## config.mk

```make
export PLATFORM = sky130hd
export DESIGN_NAME = anim_tick_gen
export DESIGN_NICKNAME = d
export VERILOG_FILES = /design/src/rtl/anim_tick_gen.sv
export SDC_FILE = /design/constraint.sdc
export NUM_CORES = 1
export LEC_CHECK = 0
export ABC_AREA = 1
export BUFFER_PORTS_ARGS = -buffer_cell sky130_fd_sc_hd__buf_4
export CORE_ASPECT_RATIO = 0.5
export CORE_MARGIN = 3
export CORE_UTILIZATION = 43
export DETAILED_ROUTE_END_ITERATION = 8
export SYNTH_ARGS = -nofsm -noshare
export SYNTH_HDL_FRONTEND = slang
export SYNTH_SLANG_ARGS = --single-unit
```

## constraint.sdc

```tcl
create_clock -name i_clk -period 2.35 [get_ports i_clk]
set_input_delay 0.235 -clock i_clk [delete_from_list [all_inputs] [get_ports i_clk]]
set_output_delay 0.235 -clock i_clk [all_outputs]
set_load 0.1 [all_outputs]
```

## src/rtl/anim_tick_gen.sv

```systemverilog
// Slow animation clock generator with a selectable rate and run/pause and single-step pushbuttons.
// Keys are synchronised and debounced locally; o_tick strobes on every rising edge of o_clk_slow.
module anim_tick_gen #(
   parameter int unsigned CLK_HZ     = 50_000_000,
   parameter int unsigned BASE_HZ    = 1,
   parameter int unsigned DEB_CYCLES = 500_000
) (
   input  logic       i_clk,
   input  logic       i_rst,
   input  logic       i_key_run,
   input  logic       i_key_step,
   input  logic [1:0] i_rate_sel,
   output logic       o_clk_slow,
   output logic       o_tick,
   output logic       o_running
);

   localparam int unsigned HalfBase = CLK_HZ / (2 * BASE_HZ);
   localparam int unsigned CntW     = (HalfBase > 1) ? $clog2(HalfBase) : 1;
   localparam int unsigned DebW     = (DEB_CYCLES > 0) ? $clog2(DEB_CYCLES + 1) : 1;

   localparam logic [CntW-1:0] HalfM1R0 = CntW'(HalfBase - 1);
   localparam logic [CntW-1:0] HalfM1R1 = CntW'((HalfBase >> 1) - 1);
   localparam logic [CntW-1:0] HalfM1R2 = CntW'((HalfBase >> 2) - 1);
   localparam logic [CntW-1:0] HalfM1R3 = CntW'((HalfBase >> 3) - 1);
   localparam logic [DebW-1:0] DebLast  = DebW'(DEB_CYCLES - 1);

   typedef enum logic [1:0] {
      StRun,
      StStopping,
      StStopped,
      StStep
   } state_e;

   // Key pipeline, bit 0 = run key, bit 1 = step key; all levels active-low.
   logic [1:0]      w_key_raw;
   logic [1:0]      r_sync0;
   logic [1:0]      r_sync1;
   logic [1:0]      r_stable;
   logic [1:0]      r_press;
   logic [DebW-1:0] r_deb_cnt [2];
   logic            w_run_press;
   logic            w_step_press;

   state_e          r_state;
   logic [CntW-1:0] r_cnt;
   logic [1:0]      r_rate;
   logic            r_clk_slow;
   logic            r_tick;
   logic            r_running;
   logic [CntW-1:0] w_half_m1;
   logic            w_wrap;

   assign w_key_raw    = {i_key_step, i_key_run};
   assign w_run_press  = r_press[0];
   assign w_step_press = r_press[1];

   // A differing level must persist for DEB_CYCLES samples before it replaces the stable level.
   always_ff @(posedge i_clk) begin
      if (i_rst) begin
         r_sync0  <= 2'b11;
         r_sync1  <= 2'b11;
         r_stable <= 2'b11;
         r_press  <= 2'b00;
         for (int k = 0; k < 2; k++) begin
            r_deb_cnt[k] <= '0;
         end
      end else begin
         r_sync0 <= w_key_raw;
         r_sync1 <= r_sync0;
         for (int k = 0; k < 2; k++) begin
            r_press[k] <= 1'b0;
            if (r_sync1[k] == r_stable[k]) begin
               r_deb_cnt[k] <= '0;
            end else if (r_deb_cnt[k] == DebLast) begin
               r_deb_cnt[k] <= '0;
               r_stable[k]  <= r_sync1[k];
               r_press[k]   <= ~r_sync1[k];
            end else begin
               r_deb_cnt[k] <= r_deb_cnt[k] + 1'b1;
            end
         end
      end
   end

   always_comb begin
      w_half_m1 = HalfM1R0;
      unique case (r_rate)
         2'd0: w_half_m1 = HalfM1R0;
         2'd1: w_half_m1 = HalfM1R1;
         2'd2: w_half_m1 = HalfM1R2;
         2'd3: w_half_m1 = HalfM1R3;
         default: w_half_m1 = HalfM1R0;
      endcase
   end

   assign w_wrap = (r_cnt == w_half_m1);

   // Run press has priority over step press wherever both are meaningful.
   always_ff @(posedge i_clk) begin
      if (i_rst) begin
         r_state    <= StRun;
         r_cnt      <= '0;
         r_rate     <= i_rate_sel;
         r_clk_slow <= 1'b0;
         r_tick     <= 1'b0;
         r_running  <= 1'b1;
      end else begin
         r_tick <= 1'b0;
         unique case (r_state)
            StRun, StStopping: begin
               if (w_wrap) begin
                  r_cnt      <= '0;
                  r_clk_slow <= ~r_clk_slow;
                  r_tick     <= ~r_clk_slow;
                  // Rate only changes on a falling toggle so no period is cut short.
                  if (r_clk_slow) begin
                     r_rate <= i_rate_sel;
                  end
               end else begin
                  r_cnt <= r_cnt + 1'b1;
               end
               if (r_state == StRun) begin
                  if (w_run_press) begin
                     r_state <= StStopping;
                  end
               end else if (w_run_press) begin
                  r_state <= StRun;
               end else if (w_wrap && r_clk_slow) begin
                  r_state   <= StStopped;
                  r_running <= 1'b0;
               end
            end
            StStopped: begin
               r_cnt      <= '0;
               r_clk_slow <= 1'b0;
               if (w_run_press) begin
                  r_state   <= StRun;
                  r_running <= 1'b1;
               end else if (w_step_press) begin
                  r_state    <= StStep;
                  r_clk_slow <= 1'b1;
                  r_tick     <= 1'b1;
               end
            end
            StStep: begin
               if (w_wrap) begin
                  r_cnt      <= '0;
                  r_clk_slow <= 1'b0;
                  r_rate     <= i_rate_sel;
                  r_state    <= StStopped;
               end else begin
                  r_cnt <= r_cnt + 1'b1;
               end
            end
            default: begin
               r_state <= StRun;
            end
         endcase
      end
   end

   assign o_clk_slow = r_clk_slow;
   assign o_tick     = r_tick;
   assign o_running  = r_running;

endmodule

```

After elaboration in Yosys (flattened, before gate mapping)
Memories as Yosys holds them, arrays and structs flattened. Cells that the tools add are included. W data, S select, Z words.

Memories: 1. Bits in writable memories: 38. Output and inout port bits: 3. Bits in registers: 40. Word-level logic and storage cells: 125.

Mux-type cells: 58. Add/subtract/negate cells: 3. Bitwise logic cells: 13. Reductions and logical operators: 15. Equal/unequal tests: 23.

Memories: r_deb_cnt (depth 2, width 19, rd ports 2, clocked after Yosys merged registers in 0, wr ports 2, line 41) `logic [DebW-1:0] r_deb_cnt [2];`.

Operators with widths (count): $mux W19 (6); $pmux W25 S4 (1); $pmux W25 S2 (1); $add A19 B1 Y19 const B (2); $eq A19 B19 Y1 const B (2); $mux W1 (33); $add A25 B1 Y25 const B (1); $eq A25 B25 Y1 (1); $mux W25 (1); $mux W2 (11); $ne A3 B3 Y1 const B (6); $ne A2 B2 Y1 const B (6); $reduce_or A3 Y1 (3); $eq A2 B2 Y1 const B (4); $reduce_and A4 Y1 (2); $not A1 Y1 (7); $or A1 B1 Y1 (6); $pmux W2 S3 (1); $reduce_and A2 Y1 (3); $reduce_and A5 Y1 (1); $eq A2 B1 Y1 const B (2); $logic_not A2 Y1 (2); $pmux W1 S2 (2); $pmux W2 S2 (1); other kinds (6) (7).

Logic depth before layout (Yosys ltp)
Word-level depth: 8. Gate-level depth with buffers: 13. Gate-level depth less buffers: 12.

Worst setup path after synthesis
No wires, ideal clock.

Path type: flip-flop to flip-flop. Start point: register r_clk_slow, in the netlist o_clk_slow. End point: register r_rate[0], enable pin. Setup time: 0.338 ns. Slack: 0.566 ns. Data arrival time: 1.447 ns. Stages on the path, launching flop included: 3. Path through: dfxtp_1 nor2_1 o31ai_1.

Cells in the longest elaborated chain, start to end: 2.

Ends and longest elaborated chain: start, declared (line 48) `logic r_clk_slow;`; start signal, assigned (line 114) `r_clk_slow <= ~r_clk_slow;`; $ne A3 B3 Y1 (no source line); $reduce_and A4 Y1 (no source line); end signal, assigned (line 104) `r_rate <= i_rate_sel;`; end signal, assigned (line 118) `r_rate <= i_rate_sel;`; end signal, assigned (line 150) `r_rate <= i_rate_sel;`; end, declared (line 47) `logic [1:0] r_rate;`.

Every way passes these cells. A chain may end at the register's enable or synchronous reset.

==> flow_metrics.env <==
export IMPL_status="complete, no violations"
export IMPL_critPathLaunchType="flop"
export IMPL_ir_worst_vdd_v=0.000364
export IMPL_cp_num_cells=7
export IMPL_boundaryPins=9
export IMPL_cellLeakagePower_nw=1.99
export IMPL_hold_class="input port to flop"
export IMPL_cts_sinks=78
export IMPL_antenna_found_initial=0
export IMPL_cts_buffer_depth=2
export IMPL_whs_ns=0.0834
export IMPL_routed_wirelength_um=8270
export IMPL_crit_end="r_deb_cnt[0][0]"
export IMPL_cts_hold_buf=0
export IMPL_seq_area_frac_synth=0.464
export IMPL_fp_row_count=24
export IMPL_numCtsBuffers=9
export IMPL_vias_per_cell=4.77
export IMPL_vias=3474
export IMPL_ant_nets=0
export IMPL_cts_tree="yes"
export IMPL_track_usage=0.159
export IMPL_drc=0
export IMPL_finalClockSkew_ns=0.00486
export IMPL_synth_top_area_cell="edfxtp_1"
export IMPL_final_common_cell="nand2_1"
export IMPL_overflow=0
export IMPL_maxCapViolations=0
export IMPL_cp_num_buf_inv=1
export IMPL_setup_viol=0
export IMPL_h_tree_depth=3
export IMPL_start_util=0.463
export IMPL_synthArstFlopShare=0
export IMPL_synth_top_area_frac=0.284
export IMPL_cts_resized=0
export IMPL_dp_hpwl_um=6130
export IMPL_final_cell_mix="nand2_1 (116), nor2_1 (72), inv_1 (71)"
export IMPL_r2r_end="r_deb_cnt[0][0]"
export IMPL_ys_ff_latch=78
export IMPL_synthToLayoutAreaGrowth_pct=16.2
export IMPL_drive_gt1_frac=0.100
export IMPL_synth_area_top_cells="edfxtp_1 (28%), dfxtp_1 (18%), nand2_1 (10%)"
export IMPL_ys_types=38
export IMPL_grt_pass1_wl_um=14700
export IMPL_drt_pass1_iterations=4
export IMPL_hold_violations=0
export IMPL_diodes=0
export IMPL_cp_common_cell="nand3_1"
export IMPL_setup_worst_path_end_class="flop"
export IMPL_syn_inst=542
export IMPL_die_area_um2=11100
export IMPL_gp_congestion=0.889
export IMPL_slowest_delay_ns=0.39
export IMPL_synth_edff_count=40
export IMPL_wl_per_cell_um=11.4
export IMPL_critPathTopFamily="simple AND/OR/NAND/NOR gates"
export IMPL_required_ns=2.43
export IMPL_clkSlewWorstSetupHoldPaths_ns=0.06
export IMPL_cp_startpoint="r_deb_cnt[0][0]"
export IMPL_max_freq_ghz=0.491
export IMPL_rsz0062_at_grt="false"
export IMPL_die_w_um=146
export IMPL_post_cts_setup_buffer_count=0
export IMPL_cts_root_buf="clkbuf_16"
export IMPL_num_nets_final=602
export IMPL_cp_arrival_ns=2.12
export IMPL_first_iter_violations=161
export IMPL_finalCritPeriodShare=0.867
export IMPL_rrSetupSlack_ns=0.31
export IMPL_clock_latency_ns=0.33
export IMPL_reg2reg_depth=7
export IMPL_fin_tns_setup_ns=0
export IMPL_drv_slew=0
export IMPL_port_buffers=8
export IMPL_fin_crit_ns=2.04
export IMPL_grt_max_degree=26
export IMPL_r2r_start="r_deb_cnt[0][0]"
export IMPL_core_area_um2=9130
export IMPL_crit_type="flop to flop"
export IMPL_critPathMaxFanout=9
export IMPL_grt_pass1_vias=3296
export IMPL_path_cells="ha_1 -> nand3_1 -> nor4_1 -> nand3_1 -> nand2_1 -> buf_4 -> nor2_1"
export IMPL_synth_flop_cell="edfxtp_1"
export IMPL_synthesis_area_um2=4230
export IMPL_crit_slowest_cell="edfxtp_1"
export IMPL_p_per_area_nw_per_um2=669
export IMPL_avgSynthCellArea_um2=7.80
export IMPL_yosysWarningCount=0
export IMPL_fp_dieH_um=76.1
-- cell usage after synthesis (all sizes together), types with 7 or more instances --
library cell / n
xor2: 18
a21oi: 19
nand3: 30
nand4: 17
inv: 77
edfxtp: 40
o21ai: 15
nor3b: 7
nor4: 14
nand2: 121
or2: 10
dfxtp: 38
nor2: 80
nor3: 27
-- through the flow --
stage / total power [W] / cell area (um^2) / utilization / setup WS [ns] / cells
after global placement: 0.00164 / 4550 / 0.499 / 0.367 / 712
after CTS: 0.00334 / 4910 / 0.538 / 0.274 / 728
after detailed placement: 0.00164 / 4550 / 0.499 / 0.285 / 712
after global routing: 0.00341 / 4910 / 0.538 / 0.0324 / 728
after floorplan: 0.00161 / 4370 / - / 0.566 / 579
final: 0.00329 / 4910 / 0.538 / 0.314 / 728
-- worst min path at each step --
stage | end | cells past startpoint | slack [ns] | from
finish | r_rate[0] | 1 | 0.08 | i_rate_sel[0]
global route | r_rate[0] | 1 | 0.07 | i_rate_sel[0]
CTS | r_rate[0] | 1 | 0.07 | i_rate_sel[0]
detailed placement | r_sync1[1] | 1 | 0.40 | r_sync0[1]
global placement | r_sync1[0] | 1 | 0.40 | r_sync0[0]
floorplan | r_rate[0] | 0 | 0.33 | i_rate_sel[0]
-- worst reg2reg max path, stage by stage (launching register included) --
cell and delay, ns:
edfxtp_1 0.39, ha_1 0.20, nand3_1 0.18, nor4_1 0.22, nand3_1 0.22, nand2_1 0.31
buf_4 0.23, nor2_1 0.06
-- state kept, by name, summed over array words and instances, names as in the netlist --
register and count:
o_clk_slow 1, o_running 1, r_deb_cnt 38, r_sync1 2
r_state 2, r_rate 2, r_stable 2, r_press 2
r_sync0 2, r_cnt 25, o_tick 1
-- power breakdown --
group | leakage (nW) | internal (W) | switching [W] | total [W]
Combinational | 1.10 | 0.0000379 | 0.0000696 | 0.000108
Sequential | 0.719 | 0.00147 | 0.0000346 | 0.00150
Clock | 0.173 | 0.00114 | 0.000536 | 0.00168
Total | 1.99 | 0.00265 | 0.000641 | 0.00329
-- area by class of cell --
type                       count  area [um^2]
tap                          130          163
clock buffer                   9          225
multi-input combinational    417         2060
inverter                      77          289
sequential                    78         1960
clock inverter                 7          136
timing repair buffer          10         75.1
fill                         904         4210
-- routing by layer --
layer  global-route usage  vias to the layer above  part of all wire
met1                0.210                     1559              0.51
met2                0.254                       57              0.44
met3               0.0481                        8             0.040
li1                     -                     1850                 -
met4               0.0478                        0            0.0095
met5                    0                        -                 0
-- logic make-up (layout without fill, tap and decap cells) --
logic type                 count (synthesis)  after routing  share of synthesized area
and+or+nand+nor                          309            309                      0.341
buffers and inverters                     84            103                     0.0808
DFF                                       78             78                      0.464
AOI/OAI and AO/OA                         43             43                     0.0553
xor gates and xnor gates                  24             24                     0.0497
adders and majority gates                  3              3                    0.00888
other                                      1             38                   0.000887
(Power assumes the default switching activity.)
